`src/rtl/fetch_if2.sv`:
```
`timescale 1ns/1ps
// Second fetch stage: issues in-order imem requests for the IF1 PC, tags them, and queues responses for decode.
// Optional build macro FETCH_PERF_CNT_EN adds the fetch_stall_cnt output.
module fetch_if2 (
    input  logic        clk,
    input  logic        reset_n,
    input  logic [31:0] current_pc_if1,
    output logic [31:0] next_pc_if1,
    output logic        pc_en,
    input  logic        redirect_valid,
    input  logic [31:0] redirect_pc,
    output logic        imem_req_valid,
    input  logic        imem_req_ready,
    output logic [31:0] imem_req_addr,
    input  logic        imem_rsp_valid,
    input  logic [31:0] imem_rsp_data,
    input  logic        imem_rsp_err,
    output logic        if2_valid,
    input  logic        id_ready,
    output logic [31:0] if2_pc,
    output logic [31:0] if2_inst,
    output logic        if2_fault
`ifdef FETCH_PERF_CNT_EN
    ,
    output logic [31:0] fetch_stall_cnt
`endif
);

    localparam int unsigned XLEN  = 32;
    localparam int unsigned CNT_W = 2;
    localparam int unsigned DEPTH = 2;

    typedef logic [CNT_W:0]   credit_t;
    typedef logic [CNT_W-1:0] cnt_t;

    typedef struct packed {
        logic [XLEN-1:0] pc;
        logic [XLEN-1:0] inst;
        logic            fault;
    } if2_entry_t;

    cnt_t            outstanding_q, outstanding_d;
    cnt_t            buffered_q, buffered_d;
    cnt_t            discard_q, discard_d;
    logic            tag_wr_q, tag_wr_d, tag_rd_q, tag_rd_d;
    logic            oq_wr_q, oq_wr_d, oq_rd_q, oq_rd_d;
    logic [XLEN-1:0] tag_q [DEPTH];
    logic [XLEN-1:0] tag_d [DEPTH];
    if2_entry_t      oq_q [DEPTH];
    if2_entry_t      oq_d [DEPTH];

    logic            accept_c;
    logic            rsp_fire_c;
    logic            rsp_keep_c;
    logic            if2_pop_c;
    credit_t         credits_used_c;

    // Request, PC and decode-facing outputs
    always_comb begin
        if2_valid      = (buffered_q != '0);
        if2_pc         = oq_q[oq_rd_q].pc;
        if2_inst       = oq_q[oq_rd_q].inst;
        if2_fault      = oq_q[oq_rd_q].fault;
        if2_pop_c      = if2_valid && id_ready;
        // A queue slot vacated by this cycle's decode pop is reusable at once, which sustains 1 IPC.
        credits_used_c = credit_t'(outstanding_q) + credit_t'(buffered_q) - credit_t'(if2_pop_c);
        imem_req_valid = (credits_used_c < credit_t'(DEPTH)) && !redirect_valid;
        imem_req_addr  = current_pc_if1;
        accept_c       = imem_req_valid && imem_req_ready;
        pc_en          = accept_c || redirect_valid;
        next_pc_if1    = redirect_valid ? redirect_pc : current_pc_if1 + 32'd4;
        rsp_fire_c     = imem_rsp_valid && (outstanding_q != '0);
        rsp_keep_c     = rsp_fire_c && !redirect_valid && (discard_q == '0);
    end

    // Tag FIFO, discard counter and output queue next state
    always_comb begin
        tag_d         = tag_q;
        tag_wr_d      = tag_wr_q;
        tag_rd_d      = tag_rd_q;
        discard_d     = discard_q;
        oq_d          = oq_q;
        oq_wr_d       = oq_wr_q;
        oq_rd_d       = oq_rd_q;
        buffered_d    = buffered_q;
        outstanding_d = outstanding_q + cnt_t'(accept_c) - cnt_t'(rsp_fire_c);

        if (accept_c) begin
            tag_d[tag_wr_q] = current_pc_if1;
            tag_wr_d        = ~tag_wr_q;
        end
        if (rsp_fire_c) begin
            tag_rd_d = ~tag_rd_q;
        end

        if (redirect_valid) begin
            // No request is accepted while redirecting, so this is exactly what is still in flight.
            discard_d  = outstanding_q - cnt_t'(rsp_fire_c);
            oq_wr_d    = 1'b0;
            oq_rd_d    = 1'b0;
            buffered_d = '0;
        end else begin
            if (rsp_fire_c && (discard_q != '0)) begin
                discard_d = discard_q - cnt_t'(1);
            end
            if (rsp_keep_c) begin
                oq_d[oq_wr_q] = '{pc: tag_q[tag_rd_q], inst: imem_rsp_data, fault: imem_rsp_err};
                oq_wr_d       = ~oq_wr_q;
            end
            if (if2_pop_c) begin
                oq_rd_d = ~oq_rd_q;
            end
            buffered_d = buffered_q + cnt_t'(rsp_keep_c) - cnt_t'(if2_pop_c);
        end
    end

    always_ff @(posedge clk or negedge reset_n) begin
        if (!reset_n) begin
            outstanding_q <= '0;
            buffered_q    <= '0;
            discard_q     <= '0;
            tag_wr_q      <= 1'b0;
            tag_rd_q      <= 1'b0;
            oq_wr_q       <= 1'b0;
            oq_rd_q       <= 1'b0;
            tag_q         <= '{default: '0};
            oq_q          <= '{default: '0};
        end else begin
            outstanding_q <= outstanding_d;
            buffered_q    <= buffered_d;
            discard_q     <= discard_d;
            tag_wr_q      <= tag_wr_d;
            tag_rd_q      <= tag_rd_d;
            oq_wr_q       <= oq_wr_d;
            oq_rd_q       <= oq_rd_d;
            tag_q         <= tag_d;
            oq_q          <= oq_d;
        end
    end

`ifdef FETCH_PERF_CNT_EN
    logic [XLEN-1:0] stall_cnt_q, stall_cnt_d;

    always_comb begin
        stall_cnt_d = stall_cnt_q;
        if ((imem_req_valid && !imem_req_ready) || (credits_used_c == credit_t'(DEPTH))) begin
            stall_cnt_d = stall_cnt_q + 32'd1;
        end
    end

    always_ff @(posedge clk or negedge reset_n) begin
        if (!reset_n) begin
            stall_cnt_q <= '0;
        end else begin
            stall_cnt_q <= stall_cnt_d;
        end
    end

    assign fetch_stall_cnt = stall_cnt_q;
`endif

    // A response with nothing in flight is a memory-side protocol violation.
    rsp_without_req: assert property (@(posedge clk) disable iff (!reset_n)
        imem_rsp_valid |-> (outstanding_q != '0));

endmodule

```
`config.mk`:
```
export PLATFORM = sky130hd
export DESIGN_NAME = fetch_if2
export DESIGN_NICKNAME = d
export VERILOG_FILES = /design/src/rtl/fetch_if2.sv
export SDC_FILE = /design/constraint.sdc
export NUM_CORES = 1
export LEC_CHECK = 0
export CAP_MARGIN = 20
export CELL_PAD_IN_SITES_DETAIL_PLACEMENT = 0
export CELL_PAD_IN_SITES_GLOBAL_PLACEMENT = 1
export CORE_ASPECT_RATIO = 0.8
export CORE_MARGIN = 2
export CORE_UTILIZATION = 41
export CTS_CLUSTER_DIAMETER = 200
export DETAILED_ROUTE_END_ITERATION = 8
export PLACE_DENSITY = 0.91
export SKIP_LAST_GASP = 1
export SLEW_MARGIN = 20
export SYNTH_ARGS = -nofsm -noshare
export SYNTH_HDL_FRONTEND = slang
export SYNTH_SLANG_ARGS = --single-unit
```
`constraint.sdc`:
```
create_clock -name clk -period 3.7 [get_ports clk]
set_clock_uncertainty 0.15 [all_clocks]
set_input_delay 0.74 -clock clk [delete_from_list [all_inputs] [get_ports clk]]
set_output_delay 0.74 -clock clk [all_outputs]
set_load 0.01 [all_outputs]
```
==> results.md <==
* Status: complete, no violations
* CP Max Fanout at 3
* CP required at 2.81 ns
* Setup TNS at 0 ns
* Clk Latency, worst-skew pair at 0.50 ns
* Routability cong. at 0.864
* Seq/Total Area, Yosys at 0.501
* Worst vdd ir at 0.418 mV
* First-pass GRT wire length at 42.8 mm
* Antenna violations before repair at 3
* Critical Path AT at 2.73 ns
* Root buf cell: clkbuf_16
* Worst path cell trace: clkdlybuf4s50_1 > and3_4 > nand4_1 > buf_4 > buf_4 > o21a_1 > o31a_1 > dlygate4sd2_1
* Slew at the pin closest to its max-slew limit at 0.933 ns
* Area delta synth->final at 37.3%
* Setup CP Type: in -> out
* Largest net degree at the start of global routing at 69
* Final period util at 0.979
* Ys Warns at 0
* Critical Path Most Common Cell: buf_4
* Most common cell after layout, fill and taps aside: mux2_2
* Leak at 6.18 nW
* CTS Buffer Depth at 3
* CTS clk-pin slew, worst paths at 0.06 ns
* CTS H-tree depth at 1
* Total GRT Usage at 0.205
* CTS sink count at 204
* Most frequent cells in the layout: 295 x mux2_2, 202 x dfrtp_1, 199 x clkdlybuf4s50_1, 73 x buf_4, 28 x nand2_1
* Grt ovf at 0
* Slowest CP cell: clkdlybuf4s50_1
* Vias in the first global route at 7492
* Fin. max-slew vios at 0
* Power density over cell area at 714 nW/um2
* Max Freq at 276 MHz
* Drt pass-1 iters at 4
* Avg Cell Area, Syn at 13.0 um2
* PortBufs at 234
* Crit path largest cell delay at 0.48 ns
* Final HPWL DP at 19.2 mm
* Fillers at 1990
* Mapped cell area at 10200 um2
* IO Pins at 235
* Die Area at 26200 um2
* Drt total wl at 27.1 mm
* Core area at 24400 um2
* Mapped Cells at 783
* Top delay family on crit path: buffers and inverters
* DR iter-0 viols at 358
* Share of layout cells above drive strength 1 at 0.422
* Register bit total from synthesis at 204
* Post-synth net total at 895
* Final Hold Vio Count at 0
* Worst Setup End Kind: output port
* ANT nets after route at 0
* WP buf/inv at 4
* Hold Path Class: in -> async
* Synth cell types at 42
* Die height at 145 um
* Total number of vias at 7211
* Vias/cell at 5.22
* Final setup vio count at 0
* Max_cap viols at 0
* Slew headroom at 0.378
* Initial core utilization at 0.418
* Drt wl/cell at 19.6 um
* CTS tree: yes
* Cell Rows at 51
* Total CTS buffers at 22
* Final Net Count at 1159
* Chip width at 180 um
* Startpoint types: input pin
* Pwr Total at 10.0 mW
* Period minus WS final at 3.62 ns
* DR DRC count at 0
[cell usage after synthesis]
cell type        instances  area, um2
buf_6                    2       22.5
and3_1                   3       18.8
nor4_1                   6       37.5
o21ai_0                 19       95.1
nand3_1                 12       60.1
and4_1                   3       26.3
mux2_2                 295       3320
nand3_2                  1       10.0
or2_2                    1       6.26
nor2_1                  20       75.1
buf_4                   32        240
and3_2                   1       7.51
or4_4                    1       11.3
fa_1                     1       20.0
xor2_1                   9       78.8
buf_2                   15       75.1
nor2b_1                  2       12.5
clkbuf_1                24       90.1
a31oi_1                 12       75.1
nand2b_1                 3       18.8
o31a_2                   1       10.0
inv_2                    1       3.75
nand4_1                 11       68.8
or3_2                    3       22.5
o31a_1                   4       35.0
nand4bb_1                1       11.3
nor3b_1                  1       7.51
and4_2                   1       10.0
dfrtp_1                204       5100
nor3_1                   1       5.00
o21a_1                   1       7.51
buf_1                    3       11.3
o31ai_1                 10       75.1
inv_1                   11       41.3
and2_1                   3       18.8
ha_1                     8        100
or4_1                   10       75.1
clkdlybuf4s18_1          1       10.0
xnor2_1                 15        131
mux2i_1                  1       10.0
nand2_1                 28        105
clkbuf_8                 2       27.5
[layout make-up]
type                    count  area, um2  share of cell area
multi-input cells         488       4640               0.332
well taps                 318        398              0.0284
diodes                      2       5.00            0.000358
repair buffers            319       3090               0.221
clock inverters             4       26.3             0.00188
clock buffers              34        677              0.0484
flip-flops and latches    204       5110               0.365
inverters                  12       45.0             0.00322
[repair_timing]
action	CTS	global route
resized for setup	51	20
hold buffers	0	0
endpoints found under the setup margin	20	18
gates cloned	0	0
buffers inserted	4	1
pin swaps	7	2
[flip-flops by register name, indices dropped and copies added (netlist names)]
| signal | flops |
|---|---|
| buffered_q | 2 |
| discard_q | 2 |
| oq_q | 130 |
| oq_rd_q | 1 |
| oq_wr_q | 1 |
| outstanding_q | 2 |
| tag_q | 64 |
| tag_rd_q | 1 |
| tag_wr_q | 1 |
[power by group]
group | total (mW) | switching (mW) | internal (mW) | leakage (nW)
combinational | 4.15 | 1.54 | 2.62 | 3.24
clock | 2.11 | 0.852 | 1.25 | 0.345
sequential | 3.74 | 0.566 | 3.17 | 2.59
total | 10.0 | 2.95 | 7.04 | 6.18
[path summary, 6_finish.rpt]
kind / from / to / slack [ns] / cells past startpoint
worst max register to register: outstanding_q[1]$_DFF_PN0_ / tag_q[53]$_DFFE_PN0P_ / 0.96 / 9
worst min register to register: oq_q[63]$_DFFE_PN0P_ / oq_q[63]$_DFFE_PN0P_ / 0.35 / 1
worst max-delay path: current_pc_if1[15] / next_pc_if1[30] / 0.08 / 8
min in group clk: oq_q[63]$_DFFE_PN0P_ / oq_q[63]$_DFFE_PN0P_ / 0.35 / 1
max in group asynchronous: reset_n / oq_q[98]$_DFFE_PN0P_ / 2.42 / 2
worst min-delay path: reset_n / oq_q[91]$_DFFE_PN0P_ / 0.08 / 1
[kinds of logic after synthesis]
family / count (synthesis) / share of synthesized area
flip-flops: 204 / 0.501
AND/OR/NAND/NOR: 112 / 0.0596
buffers and inverters: 91 / 0.0512
multiplexers: 296 / 0.327
AO/OA/AOI/OAI: 47 / 0.0292
XOR/XNOR: 24 / 0.0206
adder cells (fa/ha/maj): 9 / 0.0118
[per-layer routing]
layer  up-vias  GRT usage  part of all wire
li1       3328          -                 -
met5         -          0           0.00059
met3        46     0.0479             0.057
met4         2     0.0516             0.023
met1      3655      0.287              0.45
met2       180      0.323              0.47
[through the flow]
step	setup slack (ns)	instances	utilization	hold slack [ns]	area, um2
floorplan	0.463	783	-	0.294	10200
finish	0.0790	1381	0.574	0.0760	14000
detailed placement	-0.476	1336	0.541	0.337	13200
CTS	-0.106	1378	0.572	0.103	13900
global placement	-0.491	1336	0.541	0.331	13200
global route	-0.00341	1380	0.574	0.120	14000
Power figures use the tool's default switching activity.
